`config.mk`:
```
export PLATFORM = sky130hd
export DESIGN_NAME = output_stream_reader_flat
export DESIGN_NICKNAME = d
export VERILOG_FILES = /design/src/rtl/output_stream_reader_if.sv /design/src/rtl/output_stream_reader.sv /design/src/flat_wrapper.sv
export SDC_FILE = /design/constraint.sdc
export NUM_CORES = 1
export LEC_CHECK = 0
export CELL_PAD_IN_SITES_DETAIL_PLACEMENT = 1
export CELL_PAD_IN_SITES_GLOBAL_PLACEMENT = 1
export CORE_ASPECT_RATIO = 0.75
export CORE_UTILIZATION = 46
export CTS_CLUSTER_SIZE = 20
export DETAILED_ROUTE_END_ITERATION = 10
export GPL_TIMING_DRIVEN = 0
export PLACE_DENSITY = 0.91
export SKIP_LAST_GASP = 1
export SYNTH_ARGS = -nofsm -noshare
export SYNTH_HDL_FRONTEND = slang
export SYNTH_SLANG_ARGS = --single-unit
export TNS_END_PERCENT = 20
```
`constraint.sdc`:
```
create_clock -name clk -period 7.1 [get_ports clk]
set_clock_uncertainty 0.1 [all_clocks]
set_input_delay 0.71 -clock clk [delete_from_list [all_inputs] [get_ports clk]]
set_output_delay 0.71 -clock clk [all_outputs]
set_load 0.02 [all_outputs]
```
`src/rtl/output_stream_reader_if.sv`:
```
// Bundle for the frame reader: start/parameters, output-RAM read port, word stream and status.
// master is the reader; slave is whoever drives start, the RAM data and m_ready.
interface output_stream_reader_if #(
  parameter int ADD_SIZE  = 11,
  parameter int DATA_SIZE = 32
);
  logic                 start;
  logic [ADD_SIZE-1:0]  base_address;
  logic [ADD_SIZE:0]    frame_len;
  logic                 read_en;
  logic [ADD_SIZE-1:0]  read_address;
  logic [DATA_SIZE-1:0] read_data_out;
  logic                 m_valid;
  logic                 m_ready;
  logic [DATA_SIZE-1:0] m_data;
  logic                 m_last;
  logic                 busy;
  logic                 done;

  modport master (
    input  start, base_address, frame_len, read_data_out, m_ready,
    output read_en, read_address, m_valid, m_data, m_last, busy, done
  );

  modport slave (
    output start, base_address, frame_len, read_data_out, m_ready,
    input  read_en, read_address, m_valid, m_data, m_last, busy, done
  );
endinterface

```
`src/rtl/output_stream_reader.sv`:
```
// Streams len words from the output RAM as a valid/ready stream; first beat 3 cycles after start.
// A 2-entry FIFO absorbs the RAM read latency; reads stall when FIFO + inflight would exceed 2.
module output_stream_reader #(
  parameter int ADD_SIZE  = 11,
  parameter int DATA_SIZE = 32
) (
  input  logic                    clk,
  input  logic                    rst,
  output_stream_reader_if.master  bus
);
  typedef enum logic [1:0] {IDLE, READ, FLUSH, DONE} state_t;

  localparam logic [ADD_SIZE:0] ONE = {{ADD_SIZE{1'b0}}, 1'b1};

  state_t               state;
  logic [ADD_SIZE-1:0]  base;
  logic [ADD_SIZE:0]    len;
  logic [ADD_SIZE:0]    issued;
  logic [ADD_SIZE:0]    sent;
  logic                 inflight;
  logic                 busy_r;
  logic                 done_r;

  logic [DATA_SIZE-1:0] mem [2];
  logic                 wr_ptr;
  logic                 rd_ptr;
  logic [1:0]           count;

  logic                 valid;
  logic                 pop;
  logic                 rd_go;
  logic [2:0]           credit_used;

  assign valid       = (count != 2'd0);
  assign pop         = valid && bus.m_ready;
  // pop implies count >= 1, so this never underflows
  assign credit_used = {1'b0, count} + {2'b00, inflight} - {2'b00, pop};
  assign rd_go       = (state == READ) && (issued < len) && (credit_used < 3'd2);

  assign bus.read_en      = rd_go;
  assign bus.read_address = (state == READ) ? base + issued[ADD_SIZE-1:0] : '0;
  assign bus.m_valid      = valid;
  assign bus.m_data       = valid ? mem[rd_ptr] : '0;
  assign bus.m_last       = valid && (sent == len - ONE);
  assign bus.busy         = busy_r;
  assign bus.done         = done_r;

  always_ff @(posedge clk or posedge rst) begin
    if (rst) begin
      state    <= IDLE;
      base     <= '0;
      len      <= '0;
      issued   <= '0;
      sent     <= '0;
      inflight <= 1'b0;
      busy_r   <= 1'b0;
      done_r   <= 1'b0;
    end else begin
      inflight <= rd_go;
      done_r   <= 1'b0;
      if (rd_go) issued <= issued + ONE;
      if (pop)   sent   <= sent + ONE;
      case (state)
        IDLE: begin
          if (bus.start) begin
            busy_r <= 1'b1;
            if (bus.frame_len != '0) begin
              base   <= bus.base_address;
              len    <= bus.frame_len;
              issued <= '0;
              sent   <= '0;
              state  <= READ;
            end else begin
              state  <= DONE;
              done_r <= 1'b1;
            end
          end
        end
        READ: begin
          if (rd_go && (issued + ONE == len)) state <= FLUSH;
        end
        FLUSH: begin
          if (pop && (sent == len - ONE)) begin
            state  <= DONE;
            done_r <= 1'b1;
          end
        end
        DONE: begin
          state  <= IDLE;
          busy_r <= 1'b0;
        end
        default: state <= IDLE;
      endcase
    end
  end

  // inflight is cleared by reset, so a read issued just before an abort is never captured
  always_ff @(posedge clk or posedge rst) begin
    if (rst) begin
      wr_ptr <= 1'b0;
      rd_ptr <= 1'b0;
      count  <= 2'd0;
    end else begin
      if (inflight) wr_ptr <= ~wr_ptr;
      if (pop)      rd_ptr <= ~rd_ptr;
      count <= count + {1'b0, inflight} - {1'b0, pop};
    end
  end

  always_ff @(posedge clk) begin
    if (inflight) mem[wr_ptr] <= bus.read_data_out;
  end
endmodule

```
`src/flat_wrapper.sv`:
```
// flat-port wrapper written by rule: the top's interface ports become plain ports
module output_stream_reader_flat 
#(
  parameter int ADD_SIZE  = 11,
  parameter int DATA_SIZE = 32
)
  (clk, rst, bus_start, bus_base_address, bus_frame_len, bus_read_data_out, bus_m_ready, bus_read_en, bus_read_address, bus_m_valid, bus_m_data, bus_m_last, bus_busy, bus_done);
  output_stream_reader_if #(.ADD_SIZE(ADD_SIZE), .DATA_SIZE(DATA_SIZE)) bus_i ();
  input  logic clk;
  input  logic rst;
  input wire logic [$bits(bus_i.start)-1:0] bus_start;
  input wire logic [$bits(bus_i.base_address)-1:0] bus_base_address;
  input wire logic [$bits(bus_i.frame_len)-1:0] bus_frame_len;
  input wire logic [$bits(bus_i.read_data_out)-1:0] bus_read_data_out;
  input wire logic [$bits(bus_i.m_ready)-1:0] bus_m_ready;
  output wire logic [$bits(bus_i.read_en)-1:0] bus_read_en;
  output wire logic [$bits(bus_i.read_address)-1:0] bus_read_address;
  output wire logic [$bits(bus_i.m_valid)-1:0] bus_m_valid;
  output wire logic [$bits(bus_i.m_data)-1:0] bus_m_data;
  output wire logic [$bits(bus_i.m_last)-1:0] bus_m_last;
  output wire logic [$bits(bus_i.busy)-1:0] bus_busy;
  output wire logic [$bits(bus_i.done)-1:0] bus_done;
  assign bus_i.start = bus_start;
  assign bus_i.base_address = bus_base_address;
  assign bus_i.frame_len = bus_frame_len;
  assign bus_i.read_data_out = bus_read_data_out;
  assign bus_i.m_ready = bus_m_ready;
  assign bus_read_en = bus_i.read_en;
  assign bus_read_address = bus_i.read_address;
  assign bus_m_valid = bus_i.m_valid;
  assign bus_m_data = bus_i.m_data;
  assign bus_m_last = bus_i.m_last;
  assign bus_busy = bus_i.busy;
  assign bus_done = bus_i.done;
  output_stream_reader #(.ADD_SIZE(ADD_SIZE), .DATA_SIZE(DATA_SIZE)) u_core (.clk(clk), .rst(rst), .bus(bus_i));
endmodule
```
==> impl_results.md, run 1 <==
- Initial antenna violation count: 0
- Post-synth EDFFs: 64
- H-tree Lvls: 4
- Drt wl/cell: between 20 and 25 µm
- Placed instance count: 848
- Clock tree buffer depth: 2
- Period minus WS final: approximately 6100 ps
- Post-route ant nets: 0
- RSZ-0062 raised after global routing: false
- Root Buffer: clkbuf_16
- CTS Sinks: 120
- Critical Path, Cell by Cell: nor2_1, nor2b_1, clkbuf_1, ha_1, inv_1, ha_1, fa_1, nor3_1, nand4_1, o21ai_0, clkbuf_1, clkdlybuf4s50_1
- Die area: around 14,000 µm²
- P&R area growth vs syn: 29.82%
- Number of cells on the worst reg-to-reg path: 14
- DIE WIDTH: 138.1 µm
- Reg-to-reg slack, setup: 2270 ps
- Antenna cells: 0
- CP endpoint kind: primary output
- FMAX: approximately 0.16 GHz
- Number of cells on the critical path: 12
- Commonest register cell after synthesis: edfxtp_1
- Starting Density: around 48%
- RD Place Congestion: 0.8810
- Buf/Inv on CP: 4
- CP Max Fanout: 11
- Post-Syn Nets: between 600 and 700
- Sequential fraction of the synthesis area: 52.00%
- Layout cell share with drive strength beyond 1: 8.463%
- Largest net degree at the start of global routing: 38
- Die Y-Extent: between 100 and 150 µm
- Cts repair resizes: 0
- Via count of the first global-routing pass: 5,823
- Core ar.: 13,290 µm²
- Port Buffers: around 110
- Critical Path AT: 5290 ps
- Post-CTS Repair Setup Buffers: 0
- Most common cell after layout, fill and taps aside: clkdlybuf4s50_1
- Cts hold-fix bufs: 0
- Worst R2R End: u_core.issued[6]
- Net Sw Frac: 32.55%
- FF+latch count, synth: between 100 and 150
- Post-Place Worst Slack: roughly 1400 ps
- DP Area: 7695 µm²
- TritonRoute pass-1 iters: 9
- Hold WC Path Type: flip-flop to flip-flop
- Gate Count Post-Synth: 570
- Peak VDD IR: between 0.2 and 0.25 mV
- Post-route DRC: 6
- TNS Setup: 0 ps
- Comb pwr share: 28.8%
- CP startpoint: u_core.count[1]
- Final Net Count: 788
- Fin. max-slew vios: 0
- Final hold viol count: 0
- Routed WL: 20,870 µm
- Failing checks: design-rule violations
- Max-Slew Margin vs Limit: 32.50%
- Asr flop ratio synth: a little under half
- Power density cells: just under 300 nW/µm²
- Register share of total power: 33.5%
- Tcrit/Tclk final: between 80% and 90%
- Syn avg cell area: 11.21 µm²
- Cell Area, Synth: 6391 µm²
- Post-DP HPWL: 13,690 µm
- # IOs: 107
- CP startpoint kind: flip-flop
- Clock share of power: between 30% and 40%
- Post-Layout Inst Area: 8297 µm²
- Cell Rows: 36
- Worst path slowest cell: clkdlybuf4s50_1
- Layout fillers: 1,366
- Int Power: 1.614 mW
- Number of distinct library cells after synthesis: 52
- Worst skew pair latency: 430 ps
- Most frequent cells in the layout: clkdlybuf4s50_1 (106), nor2_1 (76), edfxtp_1 (64)
- Worst-margin pin slew: 1010 ps
- Req. time, crit path: 6290 ps
- Yosys warnings: 0
- Switching Power: 778.6 µW
- WHS: 416.2 ps
- Routed via count: 5,172
- Worst setup path end: bus_read_en
- Outcome: finished with violations
- CP delay by family, top: buffers and inverters
- Final setup viols: 0
- Grt ovf: 0
- CTS tree: done
- R2r startpoint: u_core.count[1]
- Setup CP Type: flip-flop to primary output
- First-pass GRT wire length: about 33,000 µm
- CTS buffer count: 17
- Final Non-Filler Cells: 880
- Detailed Route Iter0 Violations: about 440
- Worst path max stage delay: 740 ps
- Clk slew on worst S/H paths: 60 ps
- Leak pwr: roughly 3.4 nW
- Setup WS post-layout: between 900 and 1000 ps
- Vias per cell: 5.877
- Gr usage total: 30.61%
- MaxCap Viol Count: 0
-- power by group through the flow --
stage / Sequential, mW / Combinational [mW] / Clock (mW)
after CTS: 0.800 / 0.690 / 0.907
after global routing: 0.803 / 0.726 / 0.934
after detailed placement: 0.810 / 0.665 / 0
after global placement: 0.803 / 0.628 / 0
final: 0.803 / 0.689 / 0.901
after floorplan: 0.798 / 0.367 / 0
-- flip-flops by register name (all words and copies together), names as in the netlist --
register	count
u_core.bus.busy	1
u_core.mem	64
u_core.rd_ptr	1
u_core.count	2
u_core.wr_ptr	1
u_core.issued	12
u_core.state	2
u_core.base	11
u_core.inflight	1
u_core.len	12
u_core.sent	12
u_core.bus.done	1
-- cells in the mapped netlist, drive strengths merged (2+ instances only) --
cell | n | area [µm²]
or4 | 2 | 18.77
nand4 | 12 | 75.07
nand2 | 33 | 123.9
a31oi | 5 | 31.28
o2111ai | 2 | 17.52
nor2 | 77 | 289.0
edfxtp | 64 | 1922
ha | 31 | 387.9
o21ai | 18 | 90.09
nor3 | 8 | 40.04
mux2 | 12 | 135.1
mux2i | 38 | 380.4
clkbuf | 28 | 157.7
nor3b | 4 | 30.03
or3 | 2 | 13.77
and3 | 4 | 25.02
o31ai | 2 | 15.01
inv | 24 | 90.09
o21a | 3 | 22.52
and2 | 6 | 37.54
and4 | 4 | 35.03
a21o | 5 | 37.54
nand3 | 21 | 105.1
dfrtp | 56 | 1401
nand2b | 2 | 12.51
xnor2 | 29 | 254.0
fa | 2 | 40.04
nor4 | 12 | 75.07
xor2 | 34 | 297.8
nor2b | 6 | 37.54
a21oi | 7 | 35.03
-- cell families (layout without fill, tap and decap cells) --
logic type | after synthesis | count (layout) | share of synthesized area [%]
buffers and inverters | 53 | 192 | 3.935
flip-flops | 120 | 120 | 52.00
XOR/XNOR | 63 | 63 | 8.634
multiplexers | 50 | 50 | 8.066
AO/OA/AOI/OAI | 52 | 52 | 5.423
adder cells (fa/ha/maj) | 33 | 33 | 6.695
AND/OR/NAND/NOR | 199 | 199 | 15.25
-- worst min path at each step --
stage,start,endpoint,slack [ps],cells after the start
detailed placement,u_core.base[0],u_core.base[0],410,1
global placement,u_core.bus.busy,u_core.bus.busy,370,2
finish,u_core.inflight,u_core.wr_ptr,420,1
floorplan,u_core.inflight,u_core.wr_ptr,350,1
global route,u_core.base[6],u_core.base[6],450,1
CTS,u_core.base[0],u_core.base[0],420,1
-- layout make-up --
class                      instances  area, µm²  area share, %
buffer                            28      157.7          1.900
clock buffer                      18      429.2          5.173
clock inverter                    14      172.7          2.081
inverter                          25      93.84          1.131
multi-input combinational        397       2825          34.05
sequential                       120       3323          40.05
tap                              171      214.0          2.579
timing repair buffer             107       1081          13.03
-- stage by stage --
step	power [mW]	util (%)
floorplan	1.165	-
global placement	1.431	57.69
detailed placement	1.476	57.91
CTS	2.398	62.44
global route	2.463	62.44
finish	2.392	62.44
-- metal layers --
metal / global-route usage [%] / up-vias / part of all wire [%]
met5: 0 / - / 0
li1: - / 2270 / -
met1: 35.58 / 2618 / 40
met4: 14.45 / 0 / 3.3
met3: 8.564 / 65 / 6.2
met2: 52.59 / 219 / 51
Note: power is estimated with default switching activity, not from simulation.
==> run 2, diff against run 1 <==
--- a/config.mk
+++ b/config.mk
@@ -12,6 +12,7 @@
 export CTS_CLUSTER_SIZE = 20
 export DETAILED_ROUTE_END_ITERATION = 10
 export GPL_TIMING_DRIVEN = 0
+export HOLD_SLACK_MARGIN = 0.15
 export PLACE_DENSITY = 0.91
 export SKIP_LAST_GASP = 1
 export SYNTH_ARGS = -nofsm -noshare
==> results of run 2 <==
No change in the layout: final DEF, timing and power equal those of run 1.
==> run 3, diff against run 2 <==
--- a/config.mk
+++ b/config.mk
@@ -8,6 +8,7 @@
 export CELL_PAD_IN_SITES_DETAIL_PLACEMENT = 1
 export CELL_PAD_IN_SITES_GLOBAL_PLACEMENT = 1
 export CORE_ASPECT_RATIO = 0.75
+export CORE_MARGIN = 2
 export CORE_UTILIZATION = 46
 export CTS_CLUSTER_SIZE = 20
 export DETAILED_ROUTE_END_ITERATION = 10
==> impl_results.md, run 3 (same netlist as run 1, synthesis figures left out) <==
- Post-route ant nets: 0 (unchanged)
- Post-layout util: 61.32% (-1.1 points)
- Post-route DRC: 8 (+2)
- Worst skew pair latency: 430 ps (about the same)
- CP startpoint kind: flip-flop
- Peak VDD IR: 0.1554 mV (-36%)
- Worst-margin pin slew: 1043 ps (+33.33 ps)
- Final setup viols: 0 (unchanged)
- Routed via count: 5,194 (+0.43%)
- P&R area growth vs syn: 31.03%
- Port Buffers: 106 (unchanged)
- First-pass GRT wire length: 32,660 µm (-1.0%)
- H-tree Lvls: 4 (unchanged)
- CP Max Fanout: 11 (unchanged)
- Critical Path, Cell by Cell: nor2_1, nor2b_1, clkbuf_1, ha_1, inv_1, ha_1, fa_1, nor3_1, nand4_1, o21ai_0, clkbuf_1, clkdlybuf4s50_1
- Worst path slowest cell: clkdlybuf4s50_1
- CP endpoint kind: primary output
- Die Y-Extent: 106.1 µm (+1.9%)
- CTS buffer count: 17 (unchanged)
- Cts repair resizes: 0 (unchanged)
- Max-Slew Margin vs Limit: 30.28% (-2.2 points)
- RSZ-0062 raised after global routing: false
- Initial antenna violation count: 0 (unchanged)
- Clk slew on worst S/H paths: 60 ps (about the same)
- Tcrit/Tclk final: 85.68% (-0.26 points)
- TritonRoute pass-1 iters: 10 (+1)
- Routed WL: 21,140 µm (+1.3%)
- Req. time, crit path: 6290 ps (about the same)
- Root Buffer: clkbuf_16
- Fin. max-slew vios: 0 (unchanged)
- CTS tree: done
- Die area: 14,860 µm² (+3.4%)
- Post-Layout Inst Area: 8374 µm² (+0.93%)
- Vias per cell: 5.876 (about the same)
- Period minus WS final: 6084 ps (-18.48 ps)
- Antenna cells: 0 (unchanged)
- Layout fillers: 1,382 (+1.2%)
- Outcome: finished with violations
- Most frequent cells in the layout: clkdlybuf4s50_1 (106), nor2_1 (76), edfxtp_1 (64)
- Most common cell after layout, fill and taps aside: clkdlybuf4s50_1
- Cell Rows: 37 (+2.8%)
- Final Net Count: 788 (unchanged)
- Clock tree buffer depth: 2 (unchanged)
- WHS: 422.5 ps (+6.333 ps)
- DIE WIDTH: 140.1 µm (+1.4%)
- Largest register FFs: 64 (unchanged)
- Grt ovf: 0 (unchanged)
- Starting Density: 46.80% (-1.3 points)
- Final hold viol count: 0 (unchanged)
- Drt wl/cell: 23.91 µm (+0.85%)
- Hold WC Path Type: flip-flop to flip-flop
- Failing checks: design-rule violations
- Via count of the first global-routing pass: 5,784 (-0.67%)
- Core ar.: 13,660 µm² (+2.8%)
- Post-DP HPWL: 13,710 µm (+0.17%)
- CTS Sinks: 120 (unchanged)
- Gr usage total: 29.23% (-1.4 points)
- Top reg by flops: u_core.mem
- MaxCap Viol Count: 0 (unchanged)
- Tot Pwr: 2.492 mW (+4.2%)
- FMAX: 0.1644 GHz (+0.30%)
- Buf/Inv on CP: 4 (unchanged)
- TNS Setup: 0 ps (unchanged)
- Power density cells: 297.6 nW/µm² (+3.2%)
- Leak pwr: 3.422 nW (+0.97%)
- Worst path max stage delay: 730 ps (about the same)
- # IOs: 107 (unchanged)
- RD Place Congestion: 0.8422 (-4.4%)
- DP Area: 7700 µm² (about the same)
- Cts hold-fix bufs: 0 (unchanged)
- CP delay by family, top: buffers and inverters
- Setup CP Type: flip-flop to primary output
- Layout cell share with drive strength beyond 1: 8.604% (+0.14 points)
- Post-CTS Repair Setup Buffers: 0 (unchanged)
- Critical Path AT: 5270 ps (-20 ps)
- Largest net degree at the start of global routing: 36 (-5.3%)
- Detailed Route Iter0 Violations: 392 (-10%)
==> run 3: cell count changes in the layout (fill, tap and decap cells not counted), sizes merged <==
cell / change
bufinv: +3
clkinv: -3
==> run 3: metal layers <==
layer  vias to the layer above  global-route usage [%]  share of wire, %
met3                        63                   6.036               5.3
met4                         0                   15.15               3.8
met5                         -                       0                 0
met2                       200                   49.89                51
li1                       2280                       -                 -
met1                      2651                   35.31                40
==> run 3: cell type report <==
class	count	area (µm²)	area share [%]
inverter	25	93.84	1.121
timing repair buffer	107	1081	12.91
tap	175	219.0	2.615
buffer	28	157.7	1.883
sequential	120	3323	39.68
clock inverter	14	245.2	2.928
clock buffer	18	429.2	5.125
multi-input combinational	397	2825	33.74
==> run 3: path summary, 6_finish.rpt <==
| check | from | to | slack, ps | depth (start not counted) |
|---|---|---|---|---|
| max | u_core.count[1] | bus_read_en | 1020 | 12 |
| min | u_core.base[9] | u_core.base[9] | 420 | 1 |
| max reg2reg | u_core.count[1] | u_core.issued[4] | 2250 | 14 |
| min reg2reg | u_core.base[9] | u_core.base[9] | 420 | 1 |
| max in group asynchronous | rst | u_core.sent[5] | 5750 | 3 |
| min in group asynchronous | rst | u_core.base[5] | 560 | 2 |
==> run 3: worst register-to-register path, delay by kind of cell, from the launching register on <==
kind                       cells  cell delay (ps)
buffers and inverters          3              930
xor gates and xnor gates       1              210
and+or+nand+nor                6             1470
adders and majority gates      3             1070
DFF                            1              430
AOI/OAI and AO/OA              1              510
==> run 3: power by group <==
part,switching (mW),leakage (nW),internal [mW]
Sequential,0.0364,1.27,0.761
Combinational,0.380,1.82,0.299
Clock,0.353,0.325,0.663
==> run 3: per-stage QoR <==
stage / setup WS (ps) / cells
2_1_floorplan: 3259 / 570
3_3_place_gp: 1551 / 851
3_5_place_dp: 1336 / 852
4_1_cts: 1114 / 884
5_1_grt: 762.0 / 884
6_report: 1016 / 884
